$ cat src/rtl/poly_accumulator.sv
// poly_accumulator: coefficient-wise modular accumulation of num_terms polynomials
// of N coefficients each, followed by an N-coefficient drain with a last marker.
// Optional feature macro: POLY_ACC_RANGE_CHECK_EN adds the sticky range_err output.
module poly_accumulator #(
   parameter int q    = 17,
   parameter int N    = 8,
   parameter int logq = 5,
   parameter int logN = 3,
   parameter int logT = 4
) (
   input  logic            clk,
   input  logic            reset_n,
   input  logic            start,
   input  logic [logT-1:0] num_terms,
   output logic            busy,
   input  logic            in_valid,
   input  logic [logq-1:0] in_data,
   output logic            in_ready,
   output logic            out_valid,
   output logic [logq-1:0] out_data,
   output logic            out_last,
   input  logic            out_ready
`ifdef POLY_ACC_RANGE_CHECK_EN
   ,
   output logic            range_err
`endif
);

   typedef enum logic [1:0] {
      S_IDLE  = 2'd0,
      S_ACCUM = 2'd1,
      S_DRAIN = 2'd2
   } state_t;

   // modulus widened by one bit so it can be compared against the raw sum
   localparam logic [logq:0] Q_EXT = q[logq:0];

   state_t          r_state;
   state_t          w_state_next;
   logic [logq-1:0] r_acc [N];
   logic [logN-1:0] r_idx;
   logic [logT-1:0] r_term;
   logic [logT-1:0] r_nterm;

   logic            w_in_hs;
   logic            w_out_hs;
   logic            w_start_acc;
   logic            w_idx_last;
   logic            w_term_last;
   logic [logq:0]   w_sum;
   logic [logq-1:0] w_acc_new;

   assign w_start_acc = (r_state == S_IDLE) && start;
   assign w_in_hs     = (r_state == S_ACCUM) && in_valid;
   assign w_out_hs    = (r_state == S_DRAIN) && out_ready;
   assign w_idx_last  = (r_idx == logN'(N - 1));
   assign w_term_last = (r_term == (r_nterm - logT'(1)));
   assign w_sum       = {1'b0, r_acc[r_idx]} + {1'b0, in_data};

   // new bank value: first term overwrites (no clear pass), later terms add mod q
   always_comb begin
      w_acc_new = in_data;
      if (r_term != '0) begin
         w_acc_new = logq'((w_sum >= Q_EXT) ? (w_sum - Q_EXT) : w_sum);
      end
   end

   // state register
   always_ff @(posedge clk or negedge reset_n) begin
      if (!reset_n) begin
         r_state <= S_IDLE;
      end else begin
         r_state <= w_state_next;
      end
   end

   // next-state logic: only start, last accumulate handshake and last drain handshake move the FSM
   always_comb begin
      w_state_next = r_state;
      case (r_state)
         S_IDLE: begin
            if (start) begin
               w_state_next = S_ACCUM;
            end
         end
         S_ACCUM: begin
            if (w_in_hs && w_idx_last && w_term_last) begin
               w_state_next = S_DRAIN;
            end
         end
         S_DRAIN: begin
            if (w_out_hs && w_idx_last) begin
               w_state_next = S_IDLE;
            end
         end
         default: begin
            w_state_next = S_IDLE;
         end
      endcase
   end

   // outputs decoded from state and registers only, so they hold steady during a stall
   always_comb begin
      busy      = (r_state != S_IDLE);
      in_ready  = (r_state == S_ACCUM);
      out_valid = (r_state == S_DRAIN);
      out_last  = (r_state == S_DRAIN) && w_idx_last;
      out_data  = '0;
      if (r_state == S_DRAIN) begin
         out_data = r_acc[r_idx];
      end
   end

   // coefficient/term counters and latched term count
   always_ff @(posedge clk or negedge reset_n) begin
      if (!reset_n) begin
         r_idx   <= '0;
         r_term  <= '0;
         r_nterm <= logT'(1);
      end else begin
         if (w_start_acc) begin
            r_idx   <= '0;
            r_term  <= '0;
            r_nterm <= (num_terms == '0) ? logT'(1) : num_terms;
         end
         if (w_in_hs) begin
            r_idx <= r_idx + logN'(1);
            if (w_idx_last) begin
               r_term <= r_term + logT'(1);
            end
         end
         if (w_out_hs) begin
            r_idx <= r_idx + logN'(1);
         end
      end
   end

   // accumulator bank, one entry written per accepted input coefficient
   always_ff @(posedge clk or negedge reset_n) begin
      if (!reset_n) begin
         for (int i = 0; i < N; i++) begin
            r_acc[i] <= '0;
         end
      end else if (w_in_hs) begin
         r_acc[r_idx] <= w_acc_new;
      end
   end

`ifdef POLY_ACC_RANGE_CHECK_EN
   logic r_range_err;

   // sticky flag for any accepted coefficient outside [0, q); a new run clears it
   always_ff @(posedge clk or negedge reset_n) begin
      if (!reset_n) begin
         r_range_err <= 1'b0;
      end else if (w_start_acc) begin
         r_range_err <= 1'b0;
      end else if (w_in_hs && ({1'b0, in_data} >= Q_EXT)) begin
         r_range_err <= 1'b1;
      end
   end

   assign range_err = r_range_err;
`endif

endmodule

$ cat config.mk
export PLATFORM = sky130hd
export DESIGN_NAME = poly_accumulator
export DESIGN_NICKNAME = d
export VERILOG_FILES = /design/src/rtl/poly_accumulator.sv
export SDC_FILE = /design/constraint.sdc
export NUM_CORES = 1
export LEC_CHECK = 0
export BUFFER_PORTS_ARGS = -buffer_cell sky130_fd_sc_hd__buf_2
export CORE_ASPECT_RATIO = 0.75
export CORE_MARGIN = 10
export CORE_UTILIZATION = 61
export CTS_BUF_LIST = sky130_fd_sc_hd__clkbuf_8
export DETAILED_ROUTE_END_ITERATION = 10
export PLACE_DENSITY = 0.89
export SLEW_MARGIN = 20
export SYNTH_ARGS = -nofsm -noshare
export SYNTH_HDL_FRONTEND = slang
export SYNTH_SLANG_ARGS = --single-unit
$ cat constraint.sdc
create_clock -name clk -period 11.7 [get_ports clk]
set_clock_uncertainty 0.05 [all_clocks]
set_input_delay 1.17 -clock clk [delete_from_list [all_inputs] [get_ports clk]]
set_output_delay 1.17 -clock clk [all_outputs]
set_load 0.02 [all_outputs]
; Word-level counts from Yosys, hierarchy flattened
; Cells that the tools add are included.
[totals]
ff_bits = 53
wordCells = 62
[op_classes]
addsub = 5
order_cmp = 3
eq_ne = 7
n_mux = 20
bitwise_logic = 1
reduce_logical = 14
[op_table]
columns = operator, count
row1 = bitwise mux 40 bit, 1
row2 = 2-to-1 mux 5 bit, 6
row3 = 2-to-1 mux 4 bit, 4
row4 = binary-select mux 5 bit (select 3 bit), 1
row5 = demux 5 bit (select 3 bit), 1
row6 = 2-to-1 mux 3 bit, 3
row7 = logical AND 1 bit, 8
row8 = adder 5 x 5 -> 6 bit, 1
row9 = >= comparator 6 x 5 -> 1 bit (second input constant), 1
row10 = 2-to-1 mux 2 bit, 3
row11 = one-hot mux 2 bit (3 select lines), 1
row12 = subtractor 5 bit (second input constant), 1
row13 = adder 4 x 1 -> 4 bit (second input constant), 1
row14 = == test 4 bit, 1
row15 = >= comparator 4 bit (second input constant), 1
row16 = zero test 4 bit, 1
row17 = < comparator 4 x 1 -> 1 bit (second input constant), 1
row18 = != test 2 x 1 -> 1 bit (second input constant), 2
row19 = NOT 3 -> 4 bit, 1
row20 = nonzero test 4 bit, 1
row21 = subtractor 4 x 1 -> 4 bit (second input constant), 1
row22 = adder 3 x 1 -> 3 bit (second input constant), 1
row23 = == test 3 bit (second input constant), 1
row24 = AND reduction 3 bit, 1
row25 = 6 further kinds, 6

; Longest topological paths before layout
[depth]
ltp_word = 9
ltp_mapped = 13

; Worst setup path after synthesis
; No wires, ideal clock.
[synth_path]
kind = register to register
start = register r_idx[0]
end = register r_acc[12] in the netlist's numbering
setup_time_ns = 0.133
arrival_ns = 3.551
t_required_ns = 11.517
slack_ns = 7.967
stages_incl_launch_ff = 14
synth_period_minus_slack_ns = 3.733
cell_sequence = dfrtp_1 -> buf_2 -> mux4_2 -> mux2_2 -> ha_1 -> inv_1 -> fa_1 -> ha_1 -> nand2b_1 -> o32a_1 -> o211ai_2 -> o211ai_2 -> a211oi_4 -> o21ai_1
[synth_between]
elab_chain_len = 9
elab_cells_between_ends = 15
[synth_rtl]
columns = element, line_no
row1 = "start, declared", 41  ; logic [logN-1:0] r_idx;
row2 = "start signal, assigned", 127  ; r_idx <= r_idx + logN'(1);
row3 = "start signal, assigned", 133  ; r_idx <= r_idx + logN'(1);
row4 = NOT 3 -> 4 bit (implied by the code) *, "58, 145"
row5 = binary-select mux 5 bit (select 3 bit), 58  ; assign w_sum = {1'b0, r_acc[r_idx]} + {1'b0, in_data};
row6 = 2-to-1 mux 5 bit (implied by the code) (2 in series), 58
row7 = adder 5 x 5 -> 6 bit, 58
row8 = subtractor 5 bit or >= comparator 6 x 5 -> 1 bit (tied branches), 64  ; w_acc_new = logq'((w_sum >= Q_EXT) ? (w_sum - Q_EXT) : w_sum);
row9 = 2-to-1 mux 5 bit, 64
row10 = 2-to-1 mux 5 bit, 63  ; if (r_term != '0) begin
row11 = bitwise mux 40 bit *, 145  ; r_acc[r_idx] <= w_acc_new;
row12 = "end signal, assigned by index", 145
row13 = "end, declared", 40  ; logic [logq-1:0] r_acc [N];
; Every way passes the cells marked *; elsewhere a longest branch is shown, timed or not. The select of a mux whose other input is x is not followed.
; A chain may end at the register's enable or synchronous reset.

; Worst setup path after layout
; Same ends and word-level chain as after synthesis.

==> impl_summary.log <==
[metrics] run status: finished clean
[metrics] Hold Path Class: reg2reg
[metrics] Post-Place Cells: 440
[metrics] Worst Path Buf+Inv: 1
[metrics] Max stage delay cell, worst path: sky130_fd_sc_hd__dfrtp_1
[metrics] post-cts repair resize count: 0
[metrics] area of the placeable core: 0.00530 mm2
[metrics] WL per Instance: 18.1 um
[metrics] minimum period implied by the final worst setup slack: 4.41 ns
[metrics] area of the die: 0.00883 mm2
[metrics] fraction of the cycle the final worst path needs: 0.377
[metrics] post-detailed-route via-to-cell ratio: 6.15
[metrics] largest driver fanout on the critical path: 22
[metrics] final standard cell area without fillers: 0.00356 mm2
[metrics] Final Slew Violations: 0
[metrics] DRT antenna net count: 0
[metrics] post-placement cell area: 0.00347 mm2
[metrics] setup repair after global routing missed its margin: no
[metrics] clock slew at reported path FFs: 0.09 ns
[metrics] PortBufs: 22
[metrics] async set or reset register ratio after synthesis: 1.00
[metrics] H-tree level count: 2
[metrics] Reg area: 0.00133 mm2
[metrics] Post-Synthesis Cells: 354
[metrics] postcts setup bufs: 0
[metrics] upper clock frequency limit: 227 MHz
[metrics] accumulated negative setup slack: 0 ns
[metrics] Congestion Overflow GR: 0
[metrics] final weighted congestion in routability-driven placement: 0.907
[metrics] CP Launch Type: register
[metrics] clock latency of the later-clocked register in the worst-skew pair: 0.30 ns
[metrics] worst stage delay on the critical path: 0.96 ns
[metrics] total half-perimeter wirelength after legalization and detailed placement: 6080 um
[metrics] synth warn: 0
[metrics] worst hold path depth: 2
[metrics] count of cell instances traversed by the critical path: 12
[metrics] clock tree sinks: 53
[metrics] number of buffers inserted during clock tree synthesis: 5
[metrics] number of design rule violations left after detail routing: 0
[metrics] cell area after synthesis: 0.00332 mm2
[metrics] layout cell share with drive strength beyond 1: 0.188
[metrics] Critical Path RT: 11.82 ns
[metrics] Seq cells post-synth: 53
[metrics] hold buffer count at CTS: 0
[metrics] total of fill cells in the finished design: 433
[metrics] Mapped Nets: 381
[metrics] initial core utilization: 0.627
[metrics] final antenna diode count: 0
[metrics] count of unique library cells instantiated by Yosys: 51
[metrics] total via count in the routed design: 2751
[metrics] TritonCTS clock tree: done
[metrics] count of flip-flops with a built-in enable after synthesis: 0
[metrics] setup slack of the most critical reg-to-reg path: 7.29 ns
[metrics] antenna violations before repair: 0
[metrics] sequence of cells on the critical path: mux4_2 > mux2_2 > ha_1 > inv_1 > fa_1 > ha_1 > nand2b_1 > o32a_1 > o211ai_2 > o211ai_2 > a211oi_4 > o21ai_1
[metrics] final layout net count: 399
[metrics] row count: 23
[metrics] die span in y: 83.9 um
[metrics] post-layout instance count excluding filler cells: 447
[metrics] Syn Area/Cell: 9.38 um2
[metrics] maximum number of pins on one net before global-route repair: 54
[metrics] first-pass GRT wire length: 13700 um
[metrics] total I/O pin count: 23
[metrics] Setup-failing EPs final: 0
[metrics] family with the most delay on the worst path: compound AO/OA/AOI/OAI gates
[metrics] Area Growth Syn to Fin: 7.35%
[metrics] starting DRC count in detailed routing: 223
[metrics] overall die width: 105 um
[metrics] Slew Limit Headroom: 0.325
[metrics] sequential element share of the synthesized area: 0.400
[metrics] arrival time of the worst setup path: 4.53 ns
[metrics] worst reg-to-reg path cell count: 12
[metrics] endpoints failing hold: 0
[metrics] reported max-cap violation count: 0
[metrics] Global Route Usage Sum: 0.187
[metrics] area used by multi-input combinational logic: 0.00189 mm2
[metrics] buffer cell driving the clock tree root: sky130_fd_sc_hd__clkbuf_8
[metrics] start-to-end type of the worst setup path: reg2reg
[metrics] leading register cell type out of synthesis: sky130_fd_sc_hd__dfrtp_1
[metrics] number of global-route vias before repair: 2692
[metrics] actual slew at the worst max-slew pin: 1.00 ns
[metrics] worst-case clock buffer depth: 2
[metrics] kind of end point of the critical path: register
[metrics] post-detailed-routing wire length: 8070 um
[metrics] First-pass DRT Iterations: 5
## routing by layer
metal | vias to the layer above | wire [um] | GRT usage
li1 | 1282 | - | -
met1 | 1328 | 3500 | 0.249
met2 | 133 | 3710 | 0.289
met3 | 8 | 795 | 0.0633
met4 | 0 | 66 | 0.0373
met5 | - | 0 | 0
## layout by cell type (no fill, tap or decap), types with 7 or more instances in the layout
cell	synthesis	layout
sky130_fd_sc_hd__buf_2	4	22
sky130_fd_sc_hd__and2_1	7	7
sky130_fd_sc_hd__a21oi_1	14	14
sky130_fd_sc_hd__inv_1	12	12
sky130_fd_sc_hd__nand3_1	18	18
sky130_fd_sc_hd__dfrtp_1	52	52
sky130_fd_sc_hd__nor2_1	20	20
sky130_fd_sc_hd__nand2_1	70	70
sky130_fd_sc_hd__o21ai_1	25	25
sky130_fd_sc_hd__mux2_2	15	15
sky130_fd_sc_hd__mux4_2	10	10
sky130_fd_sc_hd__nor3_1	8	8
sky130_fd_sc_hd__ha_1	12	12
sky130_fd_sc_hd__o21ai_0	15	15
sky130_fd_sc_hd__nand2b_1	9	9
## cell type report
type	count	share of cell area
Multi-Input combinational cell	277	0.530
Sequential cell	53	0.372
Timing Repair Buffer	23	0.0330
Tap cell	75	0.0263
Clock buffer	6	0.0232
Inverter	12	0.0126
Clock inverter	1	0.00211
## worst min-delay path, stage by stage (launching register included)
cell and delay, ns:
sky130_fd_sc_hd__dfrtp_1 0.35, sky130_fd_sc_hd__nand2_1 0.05, sky130_fd_sc_hd__o21ai_1 0.06
## stage by stage
stage          utilization  setup slack (ns)  hold slack (ns)
6_report             0.673              7.29            0.444
5_1_grt              0.673              7.04            0.457
4_1_cts              0.673              7.34            0.442
3_5_place_dp         0.656              7.37            0.421
3_3_place_gp         0.656              7.49            0.413
2_1_floorplan            -              7.97            0.395
## path summary, 6_finish.rpt
check	start	end
setup reg to reg	r_idx[0]	r_acc[12]
hold reg to reg	r_acc[24]	r_acc[24]
max in group asynchronous	reset_n	r_acc[13]
setup / recovery	r_idx[0]	r_acc[12]
hold / removal	r_acc[24]	r_acc[24]
min in group asynchronous	reset_n	r_acc[17]
## cells in the mapped netlist, types with 3 or more instances
master                     count  area [um2]
sky130_fd_sc_hd__nor2_1       20        75.1
sky130_fd_sc_hd__dfrtp_1      52        1300
sky130_fd_sc_hd__inv_1        12        45.0
sky130_fd_sc_hd__ha_1         12         150
sky130_fd_sc_hd__o21ai_0      15        75.1
sky130_fd_sc_hd__buf_2         4        20.0
sky130_fd_sc_hd__or2_2         4        25.0
sky130_fd_sc_hd__o21ai_1      25         125
sky130_fd_sc_hd__mux4_2       10         225
sky130_fd_sc_hd__nand2_1      70         263
sky130_fd_sc_hd__mux2i_1       3        30.0
sky130_fd_sc_hd__nand3_1      18        90.1
sky130_fd_sc_hd__a21oi_1      14        70.1
sky130_fd_sc_hd__buf_1         3        11.3
sky130_fd_sc_hd__xnor2_1       4        35.0
sky130_fd_sc_hd__and2_1        7        43.8
sky130_fd_sc_hd__nor2b_1       3        18.8
sky130_fd_sc_hd__clkbuf_1      4        15.0
sky130_fd_sc_hd__mux2_2       15         169
sky130_fd_sc_hd__and3_1        5        31.3
sky130_fd_sc_hd__nand2b_1      9        56.3
sky130_fd_sc_hd__nor3_1        8        40.0
## cell families after synthesis
logic type	count (synthesis)	share of synthesized area
xor gates and xnor gates	9	0.0305
and+or+nand+nor	149	0.205
AOI/OAI and AO/OA	78	0.155
muxes	28	0.128
buffers and inverters	24	0.0309
adders and majority gates	13	0.0512
DFF	53	0.400
## flip-flops by register name, summed over array words and instances (netlist names)
signal and count:
r_state 2, r_nterm 4, r_term 4, r_idx 3, r_acc 40
Power is left out: the tool's default activity adds up to more than one toggle a clock period on the data nets, which glitch-free logic cannot reach.
